### src/rtl/xcel_req_arbiter_if.sv
// Handshake bundle for the two-requester xcel arbiter: both requester ports
// plus the shared accelerator port, all val/rdy with xcel_req_t/xcel_resp_t payloads.
interface xcel_req_arbiter_if;
    logic        req0_val;
    logic        req0_rdy;
    logic [37:0] req0_msg;
    logic        req1_val;
    logic        req1_rdy;
    logic [37:0] req1_msg;

    logic        resp0_val;
    logic        resp0_rdy;
    logic [32:0] resp0_msg;
    logic        resp1_val;
    logic        resp1_rdy;
    logic [32:0] resp1_msg;

    logic        xcel_req_val;
    logic        xcel_req_rdy;
    logic [37:0] xcel_req_msg;
    logic        xcel_resp_val;
    logic        xcel_resp_rdy;
    logic [32:0] xcel_resp_msg;

    // Arbiter view
    modport slave (
        input  req0_val, req0_msg, req1_val, req1_msg,
        output req0_rdy, req1_rdy,
        output resp0_val, resp0_msg, resp1_val, resp1_msg,
        input  resp0_rdy, resp1_rdy,
        output xcel_req_val, xcel_req_msg,
        input  xcel_req_rdy,
        input  xcel_resp_val, xcel_resp_msg,
        output xcel_resp_rdy
    );

    // Environment view (requesters and accelerator)
    modport master (
        output req0_val, req0_msg, req1_val, req1_msg,
        input  req0_rdy, req1_rdy,
        input  resp0_val, resp0_msg, resp1_val, resp1_msg,
        output resp0_rdy, resp1_rdy,
        input  xcel_req_val, xcel_req_msg,
        output xcel_req_rdy,
        output xcel_resp_val, xcel_resp_msg,
        input  xcel_resp_rdy
    );
endinterface

### src/rtl/xcel_req_arbiter.sv
// Round-robin arbiter sharing one accelerator between two requesters; an in-order
// ID FIFO steers each accelerator response back to the requester that issued it.
module xcel_req_arbiter #(
    parameter int unsigned MAX_OUTSTANDING = 2
) (
    input logic               clk,
    input logic               reset,
    xcel_req_arbiter_if.slave bus
);

    localparam int unsigned CW = $clog2(MAX_OUTSTANDING + 1);
    localparam int unsigned PW = (MAX_OUTSTANDING > 1) ? $clog2(MAX_OUTSTANDING) : 1;

    logic                       prio_q,    prio_d;
    logic                       lock_q,    lock_d;
    logic                       lock_id_q, lock_id_d;
    logic [MAX_OUTSTANDING-1:0] fifo_q,    fifo_d;
    logic [CW-1:0]              count_q,   count_d;
    logic [PW-1:0]              head_q,    head_d;
    logic [PW-1:0]              tail_q,    tail_d;

    logic winner_s;
    logic win_val_s;
    logic full_s;
    logic nonempty_s;
    logic head_id_s;
    logic run_s;
    logic req_fire_s;
    logic resp_fire_s;

    function automatic logic [PW-1:0] ptr_inc(input logic [PW-1:0] p);
        logic [PW-1:0] n;
        if (p == PW'(MAX_OUTSTANDING - 1)) begin
            n = {PW{1'b0}};
        end else begin
            n = p + PW'(1);
        end
        return n;
    endfunction

    // Winner selection: a pending offer keeps its grant, otherwise prio breaks ties
    always_comb begin
        winner_s = 1'b0;
        if (lock_q) begin
            winner_s = lock_id_q;
        end else if (bus.req0_val && bus.req1_val) begin
            winner_s = prio_q;
        end else if (bus.req1_val) begin
            winner_s = 1'b1;
        end else begin
            winner_s = 1'b0;
        end
    end

    assign run_s      = reset;
    assign win_val_s  = winner_s ? bus.req1_val : bus.req0_val;
    assign full_s     = (count_q == CW'(MAX_OUTSTANDING));
    assign nonempty_s = (count_q != {CW{1'b0}});
    assign head_id_s  = fifo_q[head_q];

    // While reset is low every handshake output is held low
    assign bus.xcel_req_val  = run_s && !full_s && win_val_s;
    assign bus.xcel_req_msg  = winner_s ? bus.req1_msg : bus.req0_msg;
    assign bus.req0_rdy      = run_s && !full_s && bus.xcel_req_rdy && !winner_s && bus.req0_val;
    assign bus.req1_rdy      = run_s && !full_s && bus.xcel_req_rdy &&  winner_s && bus.req1_val;

    assign bus.resp0_val     = run_s && bus.xcel_resp_val && nonempty_s && !head_id_s;
    assign bus.resp1_val     = run_s && bus.xcel_resp_val && nonempty_s &&  head_id_s;
    assign bus.resp0_msg     = bus.xcel_resp_msg;
    assign bus.resp1_msg     = bus.xcel_resp_msg;
    assign bus.xcel_resp_rdy = run_s && nonempty_s && (head_id_s ? bus.resp1_rdy : bus.resp0_rdy);

    assign req_fire_s  = bus.xcel_req_val && bus.xcel_req_rdy;
    assign resp_fire_s = bus.xcel_resp_val && bus.xcel_resp_rdy;

    // Next-state: grant lock, round-robin priority and ID FIFO push/pop
    always_comb begin
        prio_d    = prio_q;
        lock_d    = lock_q;
        lock_id_d = lock_id_q;
        fifo_d    = fifo_q;
        count_d   = count_q;
        head_d    = head_q;
        tail_d    = tail_q;

        if (req_fire_s) begin
            lock_d         = 1'b0;
            prio_d         = !winner_s;
            fifo_d[tail_q] = winner_s;
            tail_d         = ptr_inc(tail_q);
        end else if (bus.xcel_req_val && !bus.xcel_req_rdy) begin
            lock_d    = 1'b1;
            lock_id_d = winner_s;
        end else begin
            lock_d    = lock_q;
        end

        if (resp_fire_s) begin
            head_d = ptr_inc(head_q);
        end else begin
            head_d = head_q;
        end

        case ({req_fire_s, resp_fire_s})
            2'b10:   count_d = count_q + CW'(1);
            2'b01:   count_d = count_q - CW'(1);
            default: count_d = count_q;
        endcase
    end

    // State registers with synchronous active-low reset
    always_ff @(posedge clk) begin
        if (!reset) begin
            prio_q    <= 1'b0;
            lock_q    <= 1'b0;
            lock_id_q <= 1'b0;
            fifo_q    <= {MAX_OUTSTANDING{1'b0}};
            count_q   <= {CW{1'b0}};
            head_q    <= {PW{1'b0}};
            tail_q    <= {PW{1'b0}};
        end else begin
            prio_q    <= prio_d;
            lock_q    <= lock_d;
            lock_id_q <= lock_id_d;
            fifo_q    <= fifo_d;
            count_q   <= count_d;
            head_q    <= head_d;
            tail_q    <= tail_d;
        end
    end

endmodule

### src/flat_wrapper.sv
// flat-port wrapper written by rule: the top's interface ports become plain ports
module xcel_req_arbiter_flat 
#(
    parameter int unsigned MAX_OUTSTANDING = 2
)
  (clk, reset, bus_req0_val, bus_req0_msg, bus_req1_val, bus_req1_msg, bus_req0_rdy, bus_req1_rdy, bus_resp0_val, bus_resp0_msg, bus_resp1_val, bus_resp1_msg, bus_resp0_rdy, bus_resp1_rdy, bus_xcel_req_val, bus_xcel_req_msg, bus_xcel_req_rdy, bus_xcel_resp_val, bus_xcel_resp_msg, bus_xcel_resp_rdy);
  xcel_req_arbiter_if bus_i ();
  input logic clk;
  input logic reset;
  input wire logic [$bits(bus_i.req0_val)-1:0] bus_req0_val;
  input wire logic [$bits(bus_i.req0_msg)-1:0] bus_req0_msg;
  input wire logic [$bits(bus_i.req1_val)-1:0] bus_req1_val;
  input wire logic [$bits(bus_i.req1_msg)-1:0] bus_req1_msg;
  output wire logic [$bits(bus_i.req0_rdy)-1:0] bus_req0_rdy;
  output wire logic [$bits(bus_i.req1_rdy)-1:0] bus_req1_rdy;
  output wire logic [$bits(bus_i.resp0_val)-1:0] bus_resp0_val;
  output wire logic [$bits(bus_i.resp0_msg)-1:0] bus_resp0_msg;
  output wire logic [$bits(bus_i.resp1_val)-1:0] bus_resp1_val;
  output wire logic [$bits(bus_i.resp1_msg)-1:0] bus_resp1_msg;
  input wire logic [$bits(bus_i.resp0_rdy)-1:0] bus_resp0_rdy;
  input wire logic [$bits(bus_i.resp1_rdy)-1:0] bus_resp1_rdy;
  output wire logic [$bits(bus_i.xcel_req_val)-1:0] bus_xcel_req_val;
  output wire logic [$bits(bus_i.xcel_req_msg)-1:0] bus_xcel_req_msg;
  input wire logic [$bits(bus_i.xcel_req_rdy)-1:0] bus_xcel_req_rdy;
  input wire logic [$bits(bus_i.xcel_resp_val)-1:0] bus_xcel_resp_val;
  input wire logic [$bits(bus_i.xcel_resp_msg)-1:0] bus_xcel_resp_msg;
  output wire logic [$bits(bus_i.xcel_resp_rdy)-1:0] bus_xcel_resp_rdy;
  assign bus_i.req0_val = bus_req0_val;
  assign bus_i.req0_msg = bus_req0_msg;
  assign bus_i.req1_val = bus_req1_val;
  assign bus_i.req1_msg = bus_req1_msg;
  assign bus_req0_rdy = bus_i.req0_rdy;
  assign bus_req1_rdy = bus_i.req1_rdy;
  assign bus_resp0_val = bus_i.resp0_val;
  assign bus_resp0_msg = bus_i.resp0_msg;
  assign bus_resp1_val = bus_i.resp1_val;
  assign bus_resp1_msg = bus_i.resp1_msg;
  assign bus_i.resp0_rdy = bus_resp0_rdy;
  assign bus_i.resp1_rdy = bus_resp1_rdy;
  assign bus_xcel_req_val = bus_i.xcel_req_val;
  assign bus_xcel_req_msg = bus_i.xcel_req_msg;
  assign bus_i.xcel_req_rdy = bus_xcel_req_rdy;
  assign bus_i.xcel_resp_val = bus_xcel_resp_val;
  assign bus_i.xcel_resp_msg = bus_xcel_resp_msg;
  assign bus_xcel_resp_rdy = bus_i.xcel_resp_rdy;
  xcel_req_arbiter #(.MAX_OUTSTANDING(MAX_OUTSTANDING)) u_core (.clk(clk), .reset(reset), .bus(bus_i));
endmodule
### config.mk
export PLATFORM = sky130hd
export DESIGN_NAME = xcel_req_arbiter_flat
export DESIGN_NICKNAME = d
export VERILOG_FILES = /design/src/rtl/xcel_req_arbiter_if.sv /design/src/rtl/xcel_req_arbiter.sv /design/src/flat_wrapper.sv
export SDC_FILE = /design/constraint.sdc
export NUM_CORES = 1
export LEC_CHECK = 0
export ABC_AREA = 1
export BUFFER_PORTS_ARGS = -buffer_cell sky130_fd_sc_hd__buf_4
export CAP_MARGIN = 10
export CORE_AREA = 2 2 88 90
export DETAILED_ROUTE_END_ITERATION = 10
export DIE_AREA = 0 0 90 92
export PLACE_DENSITY_LB_ADDON = 0.08
export SYNTH_ARGS = -nofsm -noshare
export SYNTH_HDL_FRONTEND = slang
export SYNTH_SLANG_ARGS = --single-unit
### constraint.sdc
create_clock -name clk -period 2.44 [get_ports clk]
set_clock_uncertainty 0.2 [all_clocks]
set_input_delay 0.732 -clock clk [delete_from_list [all_inputs] [get_ports clk]]
set_output_delay 0.732 -clock clk [all_outputs]
set_load 0.01 [all_outputs]
Word-level counts from Yosys, hierarchy flattened

Index checks and enable logic that the tools add are counted.

Input port bits: 117
Word-level logic and storage cells: 59
Flip-flop bits (word level): 9

Equality and inequality tests: 3
Add/sub/neg operators: 4
$lt $le $gt $ge: 3
Mux-type cells: 14
Bitwise logic cells: 2
Reductions and logical operators: 26

Operators by type and width:

| operator            | number |
|---|---|
| $mux 38             | 1 |
| $logic_and 1x1->1   | 18 |
| $mux 1              | 10 |
| $eq 2x2->1 const B  | 2 |
| $logic_not 1->1     | 4 |
| $lt 1x2->1 const B  | 2 |
| $pmux 2 s2          | 1 |
| $reduce_bool 2->1   | 2 |
| $add 1x1->1 const B | 2 |
| $add 2x1->2 const B | 1 |
| $bwmux 2            | 1 |
| $eq 2x1->1 const B  | 1 |
| $not 1->1           | 2 |
| $reduce_and 2->1    | 1 |
| $reduce_or 2->1     | 1 |
| $sub 2x1->2 const B | 1 |
| $demux 1 s1         | 1 |
| $ge 1x1->1 const B  | 1 |

Depth between registers and ports, before layout

Depth in word-level cells: 8
Depth in mapped cells: 11
Gate-level depth less buffers: 11

Worst setup path after synthesis

No wires, ideal clock.

Kind: input-to-output
Start: input bus_req1_val
End: output bus_req1_rdy
Stages: 7
Setup slack: -0.069 ns
Data arrival time: 1.577 ns
Data required time: 1.508 ns
Path buffers: 1
Path through: inv_1 nor2_1 nand2_1 nand2_2 inv_2 buf_6 nor4_1

Word-level cells in the longest chain between the ends: 5

RTL lines:

| element                                            | line                                           | RTL |
|---|---|---|
| from (decl)                                        | flat_wrapper.sv:12                             | `input wire logic [$bits(bus_i.req1_val)-1:0] bus_req1_val;` |
| $mux 1 / $logic_and 1x1->1 (equally long branches) | xcel_req_arbiter.sv:48, xcel_req_arbiter.sv:46 |  |
| $mux 1                                             | xcel_req_arbiter.sv:46                         | `end else if (bus.req0_val && bus.req1_val) begin` |
| $mux 1                                             | xcel_req_arbiter.sv:44                         | `if (lock_q) begin` |
| $logic_and 1x1->1                                  | xcel_req_arbiter.sv:65                         | `assign bus.req1_rdy = run_s && !full_s && bus.xcel_req_rdy && winner_s && bus.req1_val;` |
| $logic_and 1x1->1 *                                | xcel_req_arbiter.sv:65                         |  |
| to (decl)                                          | flat_wrapper.sv:15                             | `output wire logic [$bits(bus_i.req1_rdy)-1:0] bus_req1_rdy;` |

Mark *: on every way between the ends. The rest lies on a longest branch, timed or not.

Worst setup path after layout

Ends and elaborated chain as after synthesis.

==> run_results.csv <==
group,metric,value,unit
die,core,7447,um^2
clock_tree,clockBufferDepth,2,
logic_synthesis,synth_seq_cells,9,
finish,regArea,180.2,um^2
detailed_routing,drtIter0Drc,28,
die,chipWidth,90,um
timing,worst_slew_pin_slew,0.3160,ns
worst_setup_path,cp.required,1.51,ns
finish,multi_input_area,960.9,um^2
worst_setup_path,cp.arrival,1.65,ns
detailed_routing,wirelength_met1,2307,um
grt,grt_usage,12.65,%
pwr,vdd_drop_max,0.2290,mV
place,gp_congestion,0.7202,
logic_synthesis,yosysUniqueCellTypes,22,
logic_synthesis,synth_most_common_cell,"nand2_1",
timing,setup_ws,-0.1377,ns
detailed_routing,routedWlPerCell,13.06,um
logic_synthesis,ys.flop_type,"dfxtp_1",
die,fp-row-count,32,
worst_setup_path,cp-start-kind,"input port",
finish,fillers,872,
timing,setup_viol,41,
timing,hold_ws,0.2741,ns
detailed_routing,dr_wl_met3,482,um
grt,grt_pass1_vias,1744,
timing,hold_violations,0,
timing,final-max-slew-violation-count,0,
place,io_buffers,127,
logic_synthesis,yosys-top-cells-area,"nand2_1 33%, buf_4 33%, dfxtp_1 12%, nor2_1 3.7%, inv_1 3.5%",
timing,tns,-3.909,ns
pwr,combPwrFrac,65.6,%
grt,antenna_found_initial,0,
grt,grt_pass1_wl,8687,um
grt,grt_max_degree,27,
detailed_routing,vias,1818,
clock_tree,cts_tree,"done",
grt,grt-ovfl-total,0,
detailed_routing,vias_per_cell,4.058,
clock_tree,clk_pin_slew,0.04,ns
clock_tree,numCtsBuffers,3,
finish,nets,465,
outcome,outcome,"finished with violations",
worst_setup_path,worstSetupEndpointType,"output pin",
logic_synthesis,synth_cells,274,
job,maxCapViolCount,0,
timing,finalCriticalPeriod,2.578,ns
pwr,p_switching,347.9,uW
detailed_routing,drt.antenna.violating_nets,0,
clock_tree,clkLatencyLatePin,0.23,ns
die,die-area,8280,um^2
detailed_routing,wl,5850,um
finish,drive_gt1_share,60.69,%
detailed_routing,top_layer,"met4",
finish,n_antenna_cell,0,
clock_tree,cts-root-buf,"clkbuf_8",
die,die_h,92,um
die,ios,227,
finish,synthToLayoutAreaGrowth,77.53,%
logic_synthesis,ys_seq_area_share,11.85,%
pwr,power_density,359.6,nW/um^2
detailed_routing,wl_met2,3041,um
pwr,clockPowerShare,17.4,%
clock_tree,clock-sinks,9,
logic_synthesis,synth_commonest_cells,"134 x nand2_1, 66 x buf_4, 15 x nor2_1",
die,initial_core_util,20.41,%
place,detailedPlacementHpwl,4183,um
logic_synthesis,ys_async_sr_fraction,0,%
pwr,switching_share,35.85,%
worst_setup_path,worst-path-max-fanout,6,
pwr,p_leak,1.439,nW
pwr,power_frac_seq,17.0,%
worst_setup_path,worst-setup-path-type,"input port to output pin",
outcome,violations,"setup timing",
pwr,intPower,622.6,uW
clock_tree,cts_max_level,1,
timing,relSlewSlack,78.84,%
logic_synthesis,synth_nets,392,
timing,fmax,0.3879,GHz
timing,grt_setup_unrepaired,"yes",
logic_synthesis,syn_avg_cell_area,5.548,um^2
logic_synthesis,ys_warn_count,0,
detailed_routing,firstDrtPassIters,4,
logic_synthesis,synth-edff-count,0,
logic_synthesis,yosys.area.top_type,"nand2_1",
detailed_routing,drc,0,
logic_synthesis,netlist_area,1520,um^2
hold_path,hold_path_class,"flop to flop",
clock_tree,hold_buffers,0,
logic_synthesis,synth_top_cell_area_share,33.09,%
timing,period_share,105.6,%
cells in the final DEF, fill, tap and decap left out, types with 2 or more instances in the layout:
master	count
clkbuf_16	3
nand3_2	2
dfxtp_1	9
inv_1	13
nand2_1	82
a21oi_1	5
nand4_1	2
buf_6	29
clkbuf_8	3
nand2_2	40
buf_12	3
buf_4	105
nand2_4	13
o21ai_0	5
nor2_1	13
buf_8	2
nor2_4	2
critical path: stages:
cell and delay (ns):
buf_8 0.08, inv_6 0.03, nor2_4 0.09, nand2_4 0.08, nand2_8 0.12, clkinv_8 0.09
buf_8 0.14, nor4_4 0.12, buf_4 0.16
final timing paths:
check                           end  cells past startpoint  slack [ns]          start
setup / recovery       bus_req1_rdy                      9       -0.14   bus_req1_val
hold reg to reg       u_core.tail_q                      2        0.27  u_core.tail_q
hold / removal        u_core.tail_q                      2        0.27  u_core.tail_q
setup reg to reg  u_core.count_q[1]                     10        0.47  u_core.lock_q
logic make-up after synthesis:
| family | after synthesis | share of synthesized area, % |
|---|---|---|
| AOI/OAI and AO/OA | 12 | 4.197 |
| adders and majority gates | 1 | 0.8229 |
| buffers and inverters | 91 | 40.33 |
| DFF | 9 | 11.85 |
| and+or+nand+nor | 161 | 42.80 |
power groups by stage:
stage | clock (mW) | sequential, mW | combinational (mW)
after detailed placement | 0 | 0.167 | 0.477
after CTS | 0.177 | 0.164 | 0.521
after floorplan | 0 | 0.165 | 0.308
final | 0.169 | 0.165 | 0.637
after global placement | 0 | 0.167 | 0.476
after global routing | 0.187 | 0.166 | 0.690
flip-flops by register name, indices dropped and copies added (netlist names):
name / flops
u_core.count_q: 2
u_core.head_q: 1
u_core.fifo_q: 2
u_core.lock_q: 1
u_core.prio_q: 1
u_core.tail_q: 1
u_core.lock_id_q: 1
metrics by stage:
stage	worst slack, ns	cell area (um^2)	total power, mW	std cells	util [%]
6_report	-0.1377	2699	0.9705	448	36.24
5_1_grt	-0.1977	2699	1.044	448	36.24
4_1_cts	-0.1590	2325	0.8622	443	31.22
3_5_place_dp	-0.1946	2167	0.6437	438	29.10
3_3_place_gp	-0.1935	2167	0.6432	438	29.10
2_1_floorplan	0.02730	1526	0.4730	274	-
timing repair:
item	in CTS	in global routing
pin swaps	3	10
resized for setup	29	82
buffers inserted	0	1
setup endpoints to repair	41	41
cloned	1	4
layer usage:
| layer | track usage (%) | vias up |
|---|---|---|
| met4 | 2.436 | 0 |
| met1 | 14.61 | 805 |
| met5 | 0 | - |
| met3 | 3.944 | 2 |
| li1 | - | 912 |
| met2 | 23.06 | 99 |
cell type report:
cell class                 count  area share [%]
inverter                      16           2.874
timing repair buffer         143           48.45
tap                          102           4.729
sequential                     9           6.676
clock buffer                   4           1.669
multi-input combinational    174           35.61
(Power assumes the default switching activity.)
